File: config.mk
export PLATFORM = sky130hd
export DESIGN_NAME = fetch_unit
export DESIGN_NICKNAME = d
export VERILOG_FILES = /design/src/rtl/fetch_unit.sv
export SDC_FILE = /design/constraint.sdc
export NUM_CORES = 1
export LEC_CHECK = 0
export CAP_MARGIN = 20
export CORE_ASPECT_RATIO = 0.5
export CORE_MARGIN = 2
export CORE_UTILIZATION = 40
export CTS_BUF_LIST = sky130_fd_sc_hd__clkbuf_4 sky130_fd_sc_hd__clkbuf_8
export CTS_CLUSTER_DIAMETER = 150
export DETAILED_ROUTE_END_ITERATION = 7
export MAX_ROUTING_LAYER = met4
export PLACE_DENSITY = 0.66
export REMOVE_ABC_BUFFERS = 1
export SLEW_MARGIN = 20
export SYNTH_ARGS = -nofsm -noshare
export SYNTH_HDL_FRONTEND = slang
export SYNTH_SLANG_ARGS = --single-unit
File: constraint.sdc
create_clock -name i_clk -period 7.85 [get_ports i_clk]
set_input_delay 1.1775 -clock i_clk [delete_from_list [all_inputs] [get_ports i_clk]]
set_output_delay 1.1775 -clock i_clk [all_outputs]
set_load 0.005 [all_outputs]
File: src/rtl/fetch_unit.sv
// Instruction fetch stage: drives the PC register write port, issues in-order imem
// requests under a credit limit, tags responses with their address and buffers them for decode.
module fetch_unit #(
    parameter int XLEN  = 32,
    parameter int DEPTH = 4
) (
    input  logic            i_clk,
    input  logic            i_rst_n,
    input  logic [XLEN-1:0] i_pc_curr,
    output logic            o_pc_write,
    output logic [XLEN-1:0] o_pc_next,
    input  logic            i_redirect,
    input  logic [XLEN-1:0] i_redirect_pc,
    output logic            o_imem_req,
    output logic [XLEN-1:0] o_imem_addr,
    input  logic            i_imem_gnt,
    input  logic            i_imem_rvalid,
    input  logic [31:0]     i_imem_rdata,
    output logic            o_inst_valid,
    output logic [31:0]     o_inst,
    output logic [XLEN-1:0] o_inst_pc,
    input  logic            i_inst_ready
);

    localparam int PW = $clog2(DEPTH);
    localparam int CW = PW + 1;

    // Pending-address FIFO: fetch addresses of granted requests awaiting a response
    logic [XLEN-1:0] pend_mem_q [DEPTH];
    logic [XLEN-1:0] pend_mem_d [DEPTH];
    logic [PW-1:0]   pend_wr_q, pend_wr_d;
    logic [PW-1:0]   pend_rd_q, pend_rd_d;
    logic [CW-1:0]   pend_q, pend_d;

    // Instruction FIFO: {instruction, fetch address} pairs presented to decode
    logic [31:0]     inst_mem_q [DEPTH];
    logic [31:0]     inst_mem_d [DEPTH];
    logic [XLEN-1:0] ipc_mem_q  [DEPTH];
    logic [XLEN-1:0] ipc_mem_d  [DEPTH];
    logic [PW-1:0]   inst_wr_q, inst_wr_d;
    logic [PW-1:0]   inst_rd_q, inst_rd_d;
    logic [CW-1:0]   cnt_q, cnt_d;

    // Responses still owed by memory for requests made before the last redirect
    logic [CW-1:0]   drop_q, drop_d;

    logic [CW+1:0]   used;
    logic [CW:0]     drop_sum;
    logic            credit_ok;
    logic            req;
    logic            accept;
    logic            rsp_take;
    logic            rsp_drop;
    logic            inst_pop;

    // Every slot is reserved at grant time, so neither FIFO can overflow.
    assign used      = (CW+2)'(pend_q) + (CW+2)'(drop_q) + (CW+2)'(cnt_q);
    assign credit_ok = used < (CW+2)'(DEPTH);
    assign req       = i_rst_n & ~i_redirect & credit_ok;
    assign accept    = req & i_imem_gnt;
    assign rsp_drop  = i_imem_rvalid & ~i_redirect & (drop_q != '0);
    assign rsp_take  = i_imem_rvalid & ~i_redirect & (drop_q == '0) & (pend_q != '0);
    assign inst_pop  = (cnt_q != '0) & i_inst_ready;
    assign drop_sum  = (CW+1)'(pend_q) + (CW+1)'(drop_q);

    assign o_imem_req   = req;
    assign o_imem_addr  = i_pc_curr;
    assign o_inst_valid = (cnt_q != '0);
    assign o_inst       = inst_mem_q[inst_rd_q];
    assign o_inst_pc    = ipc_mem_q[inst_rd_q];

    always_comb begin
        o_pc_write = 1'b0;
        o_pc_next  = i_pc_curr;
        if (i_rst_n && i_redirect) begin
            o_pc_write = 1'b1;
            o_pc_next  = i_redirect_pc;
        end else if (accept) begin
            o_pc_write = 1'b1;
            o_pc_next  = i_pc_curr + XLEN'(4);
        end
    end

    always_comb begin
        pend_mem_d = pend_mem_q;
        inst_mem_d = inst_mem_q;
        ipc_mem_d  = ipc_mem_q;
        pend_wr_d  = pend_wr_q;
        pend_rd_d  = pend_rd_q;
        pend_d     = pend_q;
        inst_wr_d  = inst_wr_q;
        inst_rd_d  = inst_rd_q;
        cnt_d      = cnt_q;
        drop_d     = drop_q;

        if (i_redirect) begin
            pend_wr_d = '0;
            pend_rd_d = '0;
            pend_d    = '0;
            inst_wr_d = '0;
            inst_rd_d = '0;
            cnt_d     = '0;
            // Everything in flight becomes stale; a response landing now is already gone.
            drop_d    = CW'(drop_sum - (((i_imem_rvalid == 1'b1) && (drop_sum != '0)) ? (CW+1)'(1) : '0));
        end else begin
            if (accept) begin
                pend_mem_d[pend_wr_q] = i_pc_curr;
                pend_wr_d             = pend_wr_q + PW'(1);
            end
            if (rsp_take) begin
                inst_mem_d[inst_wr_q] = i_imem_rdata;
                ipc_mem_d[inst_wr_q]  = pend_mem_q[pend_rd_q];
                pend_rd_d             = pend_rd_q + PW'(1);
                inst_wr_d             = inst_wr_q + PW'(1);
            end
            if (rsp_drop) begin
                drop_d = drop_q - CW'(1);
            end
            if (inst_pop) begin
                inst_rd_d = inst_rd_q + PW'(1);
            end
            pend_d = pend_q + CW'(accept) - CW'(rsp_take);
            cnt_d  = cnt_q + CW'(rsp_take) - CW'(inst_pop);
        end
    end

    always_ff @(posedge i_clk or negedge i_rst_n) begin
        if (!i_rst_n) begin
            pend_wr_q <= '0;
            pend_rd_q <= '0;
            pend_q    <= '0;
            inst_wr_q <= '0;
            inst_rd_q <= '0;
            cnt_q     <= '0;
            drop_q    <= '0;
        end else begin
            pend_wr_q <= pend_wr_d;
            pend_rd_q <= pend_rd_d;
            pend_q    <= pend_d;
            inst_wr_q <= inst_wr_d;
            inst_rd_q <= inst_rd_d;
            cnt_q     <= cnt_d;
            drop_q    <= drop_d;
        end
    end

    // Storage needs no reset: occupancy counts alone decide what is valid.
    always_ff @(posedge i_clk) begin
        pend_mem_q <= pend_mem_d;
        inst_mem_q <= inst_mem_d;
        ipc_mem_q  <= ipc_mem_d;
    end

    a_no_orphan_rsp: assert property (@(posedge i_clk) disable iff (!i_rst_n)
        i_imem_rvalid |-> ((pend_q != '0) || (drop_q != '0)));

    a_credit_bound: assert property (@(posedge i_clk) disable iff (!i_rst_n)
        used <= (CW+2)'(DEPTH));

endmodule
Yosys cells after proc, flatten, opt, wreduce, memory -nomap -nowiden. Cells that the tools add are included.

Flip-flop bits (word level): 401. Word-level logic and storage cells: 101.

Reduce and logical (&&, ||, !) cells: 15. Muxes and demuxes: 33. Add/sub/neg operators: 14. Bitwise gates (word level): 13. Magnitude comparators: 7.

Operator list (number): $bwmux 128 (3); $mux 32 (10); $bmux 32 s2 (3); $demux 32 s2 (2); $add 32x3->32 const B (1); $mux 2 (8); $ge 3x3->1 const B (4); $mux 3 (4); $not 2->3 (4); $reduce_bool 3->1 (3); $sub 3x1->3 (3); $add 2x1->2 const B (4); $add 3x3->4 (2); $and 1x1->1 (8); $reduce_bool 2->1 (4); $add 3x1->3 (2); $lt 3x1->1 const B (2); $add 4x3->5 (1); $lt 5x3->1 const B (1); $logic_and 1x1->1 (4); $reduce_and 2->1 (2); $reduce_bool 4->1 (1); $logic_not 3->1 (1); $mux 1 (3); other kinds (2) (2).

Longest topological paths before layout.
Depth after elaboration: 8. Gate-level depth with buffers: 17. Mapped depth without buffers: 16.

Worst setup path before layout. No wires, ideal clock.

Kind: reg-to-output. From: reg pend_q[1]. To: out o_pc_next[30]. Slack: 3646 ps. Cell stages (with the launch flop): 10. Data arrival time: 3027 ps. Path buffers: 0. Data required time: 6673 ps. Cells stage by stage: dfrtp_1 inv_1 fa_1 nor2_1 fa_1 nor2_1 o211ai_1 or4_4 or4_1 a31oi_1.

Word-level cells in the longest chain between the ends: 7.

RTL lines: start: declaration (RTL line 33) `logic [CW-1:0] pend_q, pend_d;`; start signal: assignment (RTL line 139) `pend_q <= pend_d;`; $add 3x3->4 (RTL line 57) `assign used = (CW+2)'(pend_q) + (CW+2)'(drop_q) + (CW+2)'(cnt_q);`; $add 4x3->5 (RTL line 57); $lt 5x3->1 (RTL line 58) `assign credit_ok = used < (CW+2)'(DEPTH);`; $and 1x1->1 (RTL line 59) `assign req = i_rst_n & ~i_redirect & credit_ok;`; $and 1x1->1 (RTL line 60) `assign accept = req & i_imem_gnt;`; $mux 32 (RTL line 78) `end else if (accept) begin`; $mux 32 (RTL line 75) `if (i_rst_n && i_redirect) begin`; end: declaration (RTL line 11) `output logic [XLEN-1:0] o_pc_next,`.

Every way passes these cells.

Final worst setup path. Ends and elaborated chain as after synthesis.

==> results.md <==
- Worst vdd ir: 0.1269 mV
- Main combinational cell family by area after synthesis: multiplexers
- Power per cell area: 256.3 mW/mm2
- Worst path required time: 6670 ps
- Setup total negative slack: 0 ps
- Mapped Avg Cell Area: 19.02 um2
- Clock Skews: 17.74 ps
- Outcome: complete, no violations
- Placer Congestion: 0.8305
- Power share of the sequential group: 48.5%
- Dominant cell by count in the synthesized netlist: edfxtp_1
- Combinational fraction of design power: 20.3%
- Clk sink count: 401
- RSZ-0062 raised after global routing: false
- Switching Share: 24.86%
- CTS Root Buffer Type: clkbuf_8
- PostCTS Resize Cnt: 0
- Die W: 290.6 um
- FILL cells: 3,321
- Diodes inserted: 0
- Simple-gate share of the synthesized area: 5.086%
- Adder-cell share of the synthesized area: 2.406%
- Wire length per cell: 21.54 um
- Int Pwr: 0.003918 W
- Clock network power share: 31.3%
- Largest net degree at the start of global routing: 65
- Initial antenna violation count: 0
- Top layer used by detailed routing: met4
- Area growth, synth to finish: 23.84%
- Core ar.: 0.04047 mm2
- Overall global routing resource usage: 17.53%
- Vias in the first global route: 9,459
- Mux share of post-synthesis cell area: 13.29%
- Cells after DPL: 1,581
- Vias: 8,760
- Final period util: 74.06%
- Metal-1 WL: 14,460 um
- Ports: 233
- Synth cell types: 44
- Clock Tree Buf Depth: 3
- Post-CTS setup buffers: 0
- Period minus WS final: 5814 ps
- Routed WL: 36,330 um
- Kind of critical path: reg2out
- Drt first pass iters: 5
- DR vias/cell: 5.193
- Initial core utilization: 40.60%
- NetSw: 0.001297 W
- Number of H-tree levels: 2
- IO Port Bufs: 232
- Layout cells sized above 1: 18.92%
- EDFF count, synth: 384
- Measured slew at the worst slew-check pin: 947.8 ps
- Final #Nets: 1,231
- Yosys top cell by area: edfxtp_1
- DPL Wire Length: 22,800 um
- Multi-input gate area: 0.004019 mm2
- DR WL met2: 19,430 um
- Synth warnings: 0
- XOR/XNOR share of the synthesized area: 1.706%
- Die height: 147.3 um
- Max-Cap Viols: 0
- DRC Markers: 0
- Largest cells by area after synthesis: edfxtp_1, mux4_2, dfrtp_1
- Hold Path Class: reg2reg
- Final cell count without fillers: 1,687
- Synth Flop Type: edfxtp_1
- Die area: 0.04282 mm2
- Worst setup EP type: output pin
- Post-synth ARST share: 4.239%
- Synth Area in Compound Gates: 1.881%
- Met3 Wirelength: 1585 um
- First-pass GRT wire length: 55,350 um
- WHS: 559.2 ps
- Lkg Pwr: 6.446 nW
- Cell Rows: 52
- Final hold violations: 0
- Worst-path clk slew: 60 ps
- CTS Buf Count: 57
- Max frequency: 172.0 MHz
- Post-detailed-route count of antenna-violating nets: 0
- Worst setup SP type: flop
- Skew-Pair Late Insertion Delay: 600 ps
- Setup Viol. Count Final: 0
- Synth cell count leaders: edfxtp_1, mux4_2, nand2_1
- GRT overflow: 0
- CTS tree: yes
- Synthesized flop and latch total: 401
- 1st-iter DRT viols: 645
- Area share of the largest cell type after synthesis: 70.17%
- Slew Viols, Final: 0
- Critical Path Fanout Max: 22
- Worst EP arrival: 4640 ps
- Sequential area share after synthesis: 72.76%
- FF+latch area: 0.01196 mm2
- Mapped Area: 0.01643 mm2
- Post-cts hold buffer count: 0
- Final core area utilization: 50.28%
- Slew headroom: 36.62%
- Synth Instances: 864
-- final timing paths --
kind                              startpoint            end  slack (ps)  depth (start not counted)
max in group asynchronous            i_rst_n   inst_rd_q[0]        6060                          1
worst min register to register  inst_wr_q[0]   inst_wr_q[0]         560                          1
min in group asynchronous            i_rst_n   inst_wr_q[1]        1100                          1
worst min-delay path            inst_wr_q[0]   inst_wr_q[0]         560                          1
worst max register to register     pend_q[2]      pend_q[2]        3350                         16
worst max-delay path               pend_q[1]  o_pc_next[30]        2040                         11
-- power by group through the flow --
stage | registers [W] | logic (W) | clock network (W)
2_1_floorplan | 0.00258 | 0.000524 | 0
3_3_place_gp | 0.00257 | 0.00104 | 0
3_5_place_dp | 0.00258 | 0.00107 | 0
4_1_cts | 0.00253 | 0.00108 | 0.00168
5_1_grt | 0.00254 | 0.00114 | 0.00177
6_report | 0.00253 | 0.00106 | 0.00163
-- kinds of logic after synthesis --
group	after synthesis
and+or+nand+nor	159
AOI/OAI and AO/OA	54
muxes	98
adders and majority gates	28
xor gates and xnor gates	32
DFF	401
buffers and inverters	92
-- area by class of cell --
class	instances	area share [%]
clock inverters	23	0.7686
multi-input cells	371	19.75
well taps	540	3.320
inverters	22	0.4058
repair buffers	248	12.10
flip-flops and latches	401	58.79
clock buffers	82	4.870
-- worst max-delay path, cell delays in order (launching register included) --
cell and delay, ps:
dfrtp_1 530, inv_1 110, fa_1 500, nor2_1 150
fa_1 210, nor3b_1 320, o211ai_1 150, buf_4 280
or4_4 580, or4_1 480, a31oi_1 180, clkdlybuf4s50_1 530
-- registers in the layout, indices dropped and copies added (netlist names) --
signal and cells:
ipc_mem_q 128, drop_q 3, cnt_q 3, pend_mem_q 128
inst_wr_q 2, inst_mem_q 128, pend_q 3, inst_rd_q 2
pend_rd_q 2, pend_wr_q 2
-- stage by stage --
| stage | power, W | setup slack, ps | instance area, um2 |
|---|---|---|---|
| floorplan | 0.003103 | 3237 | 16040 |
| global placement | 0.003615 | 2103 | 19170 |
| detailed placement | 0.003648 | 2110 | 19170 |
| CTS | 0.005289 | 1991 | 20320 |
| global route | 0.005448 | 1779 | 20350 |
| finish | 0.005215 | 2036 | 20350 |
-- metal layers --
layer	GRT usage, %	vias to the layer above
met4	5.518	0
met1	20.35	4551
li1	-	3904
met3	3.162	77
met5	-	-
met2	31.17	228
-- cell usage in the layout, fill, tap and decap left out, drive strengths merged, types with 2 or more instances in the layout --
cell type / instances
nand4: 8
clkinv: 18
edfxtp: 384
o211ai: 4
bufinv: 2
a21oi: 12
a31oi: 5
or4: 6
nand3: 13
nor3: 11
nor2: 26
nor4: 14
clkbuf: 82
inv: 22
xnor2: 30
xor2: 2
or3: 5
nor2b: 5
and4: 4
mux4: 96
ha: 22
clkinvlp: 3
and3: 3
and2: 14
buf: 16
fa: 6
o31ai: 4
o21ai: 25
dfrtp: 17
nand2: 45
clkdlybuf4s50: 232
(Power assumes the default switching activity.)
